**src/rtl/stream_depth_scaler.sv**
```systemverilog
// Avalon-ST colour-depth reducer: per-channel truncate/round from IN_BITS to OUT_BITS, registered output plus one-entry skid.
// Optional ordered (2x2 Bayer) dither is enabled with the macro STREAM_DEPTH_SCALER_DITHER_EN.
module stream_depth_scaler #(
    parameter int CHANNELS   = 3,
    parameter int IN_BITS    = 8,
    parameter int OUT_BITS   = 4,
    parameter int ROUND_MODE = 0,
    parameter int LINE_WIDTH = 640
) (
    input  logic                         clock_clk,
    input  logic                         reset,
    input  logic [CHANNELS*IN_BITS-1:0]  data_in,
    input  logic                         sop_in,
    input  logic                         eop_in,
    input  logic                         valid_in,
    output logic                         ready_out,
    output logic [CHANNELS*OUT_BITS-1:0] data_out,
    output logic                         sop_out,
    output logic                         eop_out,
    output logic                         valid_out,
    input  logic                         ready_in
);

    localparam int S  = IN_BITS - OUT_BITS;
    localparam int DW = CHANNELS * OUT_BITS;

    // Handshake: a beat moves on a port in every cycle where its valid and ready are both high;
    // valid never waits on ready, and ready_out is a register equal to "skid not full".
    logic accept;
    logic load;
    assign accept = valid_in && ready_out;
    assign load   = !valid_out || ready_in;

`ifdef STREAM_DEPTH_SCALER_DITHER_EN
    localparam int XW = (LINE_WIDTH > 1) ? $clog2(LINE_WIDTH) : 1;

    logic [XW-1:0] x_cnt;
    logic          y_cnt;
    logic [XW-1:0] x_cur;
    logic          y_cur;
    logic [1:0]    bayer;

    // A sop beat sits at the top-left corner itself, so its own position is already cleared.
    assign x_cur = sop_in ? '0 : x_cnt;
    assign y_cur = sop_in ? 1'b0 : y_cnt;

    always_comb begin
        bayer = 2'd0;
        case ({y_cur, x_cur[0]})
            2'b00:   bayer = 2'd0;
            2'b01:   bayer = 2'd2;
            2'b10:   bayer = 2'd3;
            default: bayer = 2'd1;
        endcase
    end

    always_ff @(posedge clock_clk or posedge reset) begin
        if (reset) begin
            x_cnt <= '0;
            y_cnt <= 1'b0;
        end else if (accept) begin
            if (x_cur == XW'(LINE_WIDTH - 1)) begin
                x_cnt <= '0;
                y_cnt <= ~y_cur;
            end else begin
                x_cnt <= x_cur + 1'b1;
                y_cnt <= y_cur;
            end
        end
    end
`endif

    logic [DW-1:0] conv;

    for (genvar c = 0; c < CHANNELS; c++) begin : g_ch
        logic [IN_BITS-1:0] ch_in;
        assign ch_in = data_in[c*IN_BITS +: IN_BITS];

        if (S == 0) begin : g_pass
            assign conv[c*OUT_BITS +: OUT_BITS] = ch_in;
        end else begin : g_scale
            logic [IN_BITS:0] offset;
            logic [IN_BITS:0] sum;
`ifdef STREAM_DEPTH_SCALER_DITHER_EN
            if (S >= 2) begin : g_dith
                assign offset = (IN_BITS + 1)'(bayer) << (S - 2);
            end else
`endif
            if (ROUND_MODE == 1) begin : g_rnd
                assign offset = (IN_BITS + 1)'(1) << (S - 1);
            end else begin : g_trn
                assign offset = '0;
            end
            // One spare bit catches the carry out so rounding saturates instead of wrapping.
            assign sum = {1'b0, ch_in} + offset;
            assign conv[c*OUT_BITS +: OUT_BITS] = sum[IN_BITS] ? {OUT_BITS{1'b1}} : sum[IN_BITS-1:S];
        end
    end

    logic          skid_valid;
    logic [DW-1:0] skid_data;
    logic          skid_sop;
    logic          skid_eop;
    logic          skid_valid_nxt;

    // The skid only fills while the output register is held; ready_out is low whenever it is full.
    always_comb begin
        skid_valid_nxt = skid_valid;
        if (load) begin
            skid_valid_nxt = 1'b0;
        end else if (accept) begin
            skid_valid_nxt = 1'b1;
        end
    end

    always_ff @(posedge clock_clk or posedge reset) begin
        if (reset) begin
            valid_out  <= 1'b0;
            data_out   <= '0;
            sop_out    <= 1'b0;
            eop_out    <= 1'b0;
            skid_valid <= 1'b0;
            skid_data  <= '0;
            skid_sop   <= 1'b0;
            skid_eop   <= 1'b0;
            ready_out  <= 1'b0;
        end else begin
            skid_valid <= skid_valid_nxt;
            ready_out  <= !skid_valid_nxt;
            if (load) begin
                if (skid_valid) begin
                    valid_out <= 1'b1;
                    data_out  <= skid_data;
                    sop_out   <= skid_sop;
                    eop_out   <= skid_eop;
                end else if (accept) begin
                    valid_out <= 1'b1;
                    data_out  <= conv;
                    sop_out   <= sop_in;
                    eop_out   <= eop_in;
                end else begin
                    valid_out <= 1'b0;
                end
            end else if (accept) begin
                skid_data <= conv;
                skid_sop  <= sop_in;
                skid_eop  <= eop_in;
            end
        end
    end

endmodule

```
**config.mk**
```make
export PLATFORM = sky130hd
export DESIGN_NAME = stream_depth_scaler
export DESIGN_NICKNAME = d
export VERILOG_FILES = /design/src/rtl/stream_depth_scaler.sv
export SDC_FILE = /design/constraint.sdc
export NUM_CORES = 1
export LEC_CHECK = 0
export CAP_MARGIN = 30
export CORE_MARGIN = 2
export CORE_UTILIZATION = 41
export CTS_CLUSTER_DIAMETER = 60
export DETAILED_ROUTE_END_ITERATION = 10
export GPL_TIMING_DRIVEN = 0
export PLACE_DENSITY = 0.71
export SLEW_MARGIN = 20
export SYNTH_ARGS = -nofsm -noshare
export SYNTH_HDL_FRONTEND = slang
export SYNTH_SLANG_ARGS = --single-unit
export TNS_END_PERCENT = 10
```
**constraint.sdc**
```tcl
create_clock -name clock_clk -period 1.2 [get_ports clock_clk]
set_input_delay 0.18 -clock clock_clk [delete_from_list [all_inputs] [get_ports clock_clk]]
set_output_delay 0.18 -clock clock_clk [all_outputs]
set_load 0.03 [all_outputs]
```
; Word level (Yosys, flattened, before mapping)
; Index checks and enable logic that the tools add are counted.
; Widths: inputs -> output; s select.
[classes]
muxes = 10
bitwise = 1
n_reduce_logical = 7
[ops]
columns = op, count
row1 = $mux 12, 2
row2 = $mux 1, 8
row3 = $reduce_and 2->1, 2
row4 = $logic_not 1->1, 2
row5 = $reduce_bool 2->1, 1
row6 = $logic_and 1x1->1, 1
row7 = $logic_or 1x1->1, 1
row8 = $not 1->1, 1
[totals]
register_bits = 31
input_bits = 30
output_inout_bits = 16

; Logic depth before layout (Yosys ltp)
[logic_depth]
depth_word = 4
ltp_mapped = 5
ltp_nobuf = 3

; Least setup slack after synthesis
; OpenSTA, ideal clock, no wires.
[synth_timing]
kind = flip-flop to flip-flop
startpoint = register valid_out
endpoint = register skid_data[0]
setup_time_ns = 0.125
t_arrival_ns = 1.355
required_ns = 1.075
path_slack_ns = -0.280
path_stages_with_launch = 5
synth_period_minus_slack_ns = 1.480
cell_sequence = dfrtp_1 nor2b_4 nand3_4 buf_6 mux2_4
[synth_between]
elab_chain_cells = 4
[synth_lines]
columns = item, line_no
row1 = from (decl), 20  ; output logic valid_out,
row2 = from (signal assigned), 118  ; valid_out <= 1'b0;
row3 = from (signal assigned), 132  ; valid_out <= 1'b1;
row4 = from (signal assigned), 137  ; valid_out <= 1'b1;
row5 = $logic_not 1->1, 32  ; assign load = !valid_out || ready_in;
row6 = $logic_or 1x1->1, 32
row7 = $not 1->1 (no line), n/a
row8 = $reduce_and 2->1 (no line), n/a
row9 = to (signal assigned), 145  ; skid_data <= conv;
row10 = to (decl), 101  ; logic [DW-1:0] skid_data;
; No other way between the ends.
; A chain may end at the register's enable or synchronous reset.

; Worst setup path after layout
[layout_timing]
startpoint = register skid_valid
endpoint = register data_out[4]
[layout_between]
elab_chain_cells = 2
elab_cells_between_ends = 3
[layout_lines]
columns = item, line_no
row1 = from (decl), 100  ; logic skid_valid;
row2 = from (signal assigned), 128  ; skid_valid <= skid_valid_nxt;
row3 = $reduce_bool 2->1 (no line), n/a
row4 = $reduce_and 2->1 (no line), n/a
row5 = to (signal assigned), 133  ; data_out <= skid_data;
row6 = to (signal assigned), 138  ; data_out <= conv;
row7 = to (decl), 17  ; output logic [CHANNELS*OUT_BITS-1:0] data_out,
; Several ways; a longest one is shown, not always the timed one.

==> impl_table.tex <==
\begin{tabular}{lr}
\hline
Metric & Value \\
\hline
\multicolumn{2}{l}{\textbf{Outcome}} \\
Run status & finished with violations \\
Violated checks & setup timing \\
\multicolumn{2}{l}{\textbf{STA}} \\
Worst Tran Pin Value & 0.640 ns \\
Final setup violation count & 25 \\
Unrepaired setup endpoints after global routing & yes \\
Total negative setup slack & -2.55 ns \\
Worst rel slew slack & 57.2\% \\
Slack of the critical path & -0.128 ns \\
Final hold violation count & 0 \\
Peak Freq & 753 MHz \\
Part of the cycle the worst path needs & 111\% \\
Final period demand of the worst path & 1.33 ns \\
Layout Skew & 0.00602 ns \\
Max-slew violations & 0 \\
\multicolumn{2}{l}{\textbf{Setup path}} \\
Element type at the critical path start & flip-flop \\
Largest fanout of any net on the critical path & 10 \\
Most frequent CP cell & sky130\_fd\_sc\_hd\_\_mux2\_4 \\
Crit path capture type & flip-flop \\
Crit path arrival time & 1.54 ns \\
Critical path class & flip-flop to flip-flop \\
R2R depth & 4 \\
Maximum single-stage delay on the critical path & 0.39 ns \\
Slowest stage cell on the critical path & sky130\_fd\_sc\_hd\_\_dfrtp\_1 \\
Worst path cell trace & buf\_6, buf\_12, mux2\_4, mux2\_4 \\
Critical Path RT & 1.41 ns \\
\multicolumn{2}{l}{\textbf{Route}} \\
Pre-antenna DRT Iters & 2 \\
Post-detailed-route count of antenna-violating nets & 0 \\
Max layer used & met4 \\
Met2 WL & 1240 µm \\
Total length of routed wires & 2610 µm \\
Average wire per cell in the routed design & 14.9 µm \\
DRC violations left & 0 \\
Detailed router's first-iteration violation count & 8 \\
Routed via count & 835 \\
Length of routed wiring on met1 & 1150 µm \\
Vias per inst & 4.77 \\
Amount of wire on met3 after detailed routing & 165 µm \\
\multicolumn{2}{l}{\textbf{Global route}} \\
Via count of the first global-routing pass & 896 \\
Global Route Usage Sum & 13.8\% \\
Initial antenna violation count & 0 \\
Total congestion overflow & 0 \\
Largest net degree at the start of global routing & 32 \\
First-pass GRT wire length & 4240 µm \\
\multicolumn{2}{l}{\textbf{Power and ir drop}} \\
Maximum resistive drop on vdd & 1.06 mV \\
Reported net switching power & 1.17 mW \\
Power density relative to cell area & 1870 mW/mm² \\
Portion of total power attributed to sequential cells & 39.6\% \\
Combinational fraction of design power & 38.2\% \\
Switching share of total power & 30.5\% \\
Pint & 2.66 mW \\
Total Power Consumption & 3.82 mW \\
Share of total power in the clock network & 22.1\% \\
Leakage power summed over all cells & 0.945 nW \\
\multicolumn{2}{l}{\textbf{Placed design}} \\
Final RePlAce weighted congestion & 0.714 \\
DP Area & 0.00189 mm² \\
HPWL reported at the end of detailed placement & 1680 µm \\
Buffers on Ports & 33 \\
Count of placed standard cells including taps & 165 \\
\multicolumn{2}{l}{\textbf{Flow run}} \\
Number of max-cap violations & 0 \\
\multicolumn{2}{l}{\textbf{Synthesis}} \\
Count of flip-flops with a built-in enable after synthesis & 0 \\
Share of the yosys chip area belonging to registers & 51.8\% \\
Most area-consuming cells after synthesis & sky130\_fd\_sc\_hd\_\_dfrtp\_1 (52\%), sky130\_fd\_sc\_hd\_\_mux2\_4 (30\%), sky130\_fd\_sc\_hd\_\_mux2\_2 (9.0\%), sky130\_fd\_sc\_hd\_\_buf\_6 (2.3\%), sky130\_fd\_sc\_hd\_\_buf\_12 (1.3\%) \\
Count of unique library cells instantiated by Yosys & 13 \\
Synth area leader & sky130\_fd\_sc\_hd\_\_dfrtp\_1 \\
Synthesized area per cell & 17.4 µm² \\
Instance count of the mapped netlist & 86 \\
Post-synthesis sequential element count & 31 \\
Most common flop cell mapped by yosys & sky130\_fd\_sc\_hd\_\_dfrtp\_1 \\
Most frequent cell after synthesis & sky130\_fd\_sc\_hd\_\_dfrtp\_1 \\
Post-synthesis async set-or-reset flop share & 100\% \\
Synth Warn \# & 0 \\
Area of the mapped netlist & 0.00150 mm² \\
Total nets after synthesis & 116 \\
Top cells by instance count after synthesis & sky130\_fd\_sc\_hd\_\_dfrtp\_1 (31), sky130\_fd\_sc\_hd\_\_mux2\_4 (30), sky130\_fd\_sc\_hd\_\_mux2\_2 (12), sky130\_fd\_sc\_hd\_\_buf\_6 (3), sky130\_fd\_sc\_hd\_\_inv\_1 (2) \\
Top-area cell type share of the netlist area & 51.8\% \\
\multicolumn{2}{l}{\textbf{Die}} \\
Chip Height & 64.5 µm \\
Total Die Area & 0.00416 mm² \\
Num rows & 21 \\
Starting utilization of the core area & 43.9\% \\
Width of the die & 64.5 µm \\
Placeable Area & 0.00342 mm² \\
I/O pin total & 46 \\
\multicolumn{2}{l}{\textbf{CTS}} \\
Clock Path Buffers & 2 \\
Depth of the CTS H-tree & 2 \\
Clock edge transition at the registers on the reported setup and hold paths & 0.10 ns \\
Clock tree from TritonCTS & built \\
Root Buffer & sky130\_fd\_sc\_hd\_\_clkbuf\_4 \\
Source-to-sink clock delay at the later pin of the worst-skew pair & 0.33 ns \\
Clk sinks & 31 \\
Number of buffers created by CTS & 5 \\
Post-CTS Hold Fix Bufs & 0 \\
\multicolumn{2}{l}{\textbf{Final layout}} \\
Area growth from synthesis to final layout & 36.1\% \\
Final core utilization & 59.7\% \\
Top flop regs & data\_out: 12 flops, skid\_data: 12 flops \\
Post-route standard cell area excluding fillers & 0.00204 mm² \\
Antenna fix cells & 0 \\
Non-Filler Instances & 175 \\
Layout cells sized above 1 & 61.2\% \\
Net count of the finished layout & 158 \\
\multicolumn{2}{l}{\textbf{Min path}} \\
Classification of the worst-slack hold path & primary input to async pin \\
\hline
\end{tabular}
[power groups by stage]
| stage | Clock (mW) | Sequential, mW | Combinational [mW] |
|---|---|---|---|
| floorplan | 0 | 1.84 | 0.656 |
| global placement | 0 | 1.52 | 1.45 |
| detailed placement | 0 | 1.53 | 1.46 |
| CTS | 0.870 | 1.51 | 1.44 |
| global route | 0.941 | 1.55 | 1.54 |
| finish | 0.846 | 1.51 | 1.46 |
[metal layers]
metal,vias up,GRT usage (%)
li1,384,-
met1,415,16.4
met2,31,21.9
met3,5,6.08
met4,0,5.59
met5,-,0
[repair_timing]
item	CTS	global route
pin swaps	2	0
setup buffers	2	0
setup endpoints to repair	40	37
resized for setup	57	5
[cell type report]
class                      instances  area [µm²]
fill                             300        1380
sequential                        31         778
multi-input combinational         49         677
timing repair buffer              35         363
buffer                             4        71.3
tap                               46        57.6
clock buffer                       6        51.3
clock inverter                     2        35.0
inverter                           2        7.51
[through the flow]
| stage | hold WS (ns) | setup WS, ns |
|---|---|---|
| 3_5_place_dp | 0.487 | -0.498 |
| 3_3_place_gp | 0.485 | -0.489 |
| 2_1_floorplan | 0.283 | -0.174 |
| 4_1_cts | 0.259 | -0.144 |
| 6_report | 0.249 | -0.128 |
| 5_1_grt | 0.300 | -0.161 |
[cell families (layout without fill, tap and decap cells)]
family	Yosys count	after routing	share of synthesized area, %
mux	42	42	39.1
buf+inv	6	49	4.09
flops	31	31	51.8
simple gates	6	6	4.01
compound gates	1	1	1.09
[path summary, 6_finish.rpt]
check                      slack [ns]           from            end
max in group asynchronous        0.50          reset      ready_out
min reg2reg                      0.52  skid_data[10]  skid_data[10]
min                              0.25          reset   skid_data[2]
min in group clock_clk           0.49    data_in[15]   skid_data[7]
max reg2reg                     -0.13     skid_valid    data_out[4]
max                             -0.13     skid_valid    data_out[4]
[cell usage in the layout, fill, tap and decap left out, drive strengths merged]
master | Yosys | layout
dfrtp | 31 | 31
nand3 | 1 | 1
nand2b | 1 | 1
mux2 | 42 | 42
inv | 2 | 2
clkinv | 0 | 1
clkdlybuf4s15 | 0 | 13
or2b | 1 | 1
a21oi | 1 | 1
nand2 | 1 | 1
nor2 | 1 | 1
clkbuf | 0 | 6
clkdlybuf4s50 | 0 | 17
buf | 4 | 9
nor2b | 1 | 1
bufinv | 0 | 1
[worst max-delay path, delay by kind of cell, from the launching register on]
family | cells | cell delay (ns)
multiplexers | 2 | 0.55
buffers and inverters | 2 | 0.29
flip-flops | 1 | 0.39
Power figures use the tool's default switching activity.
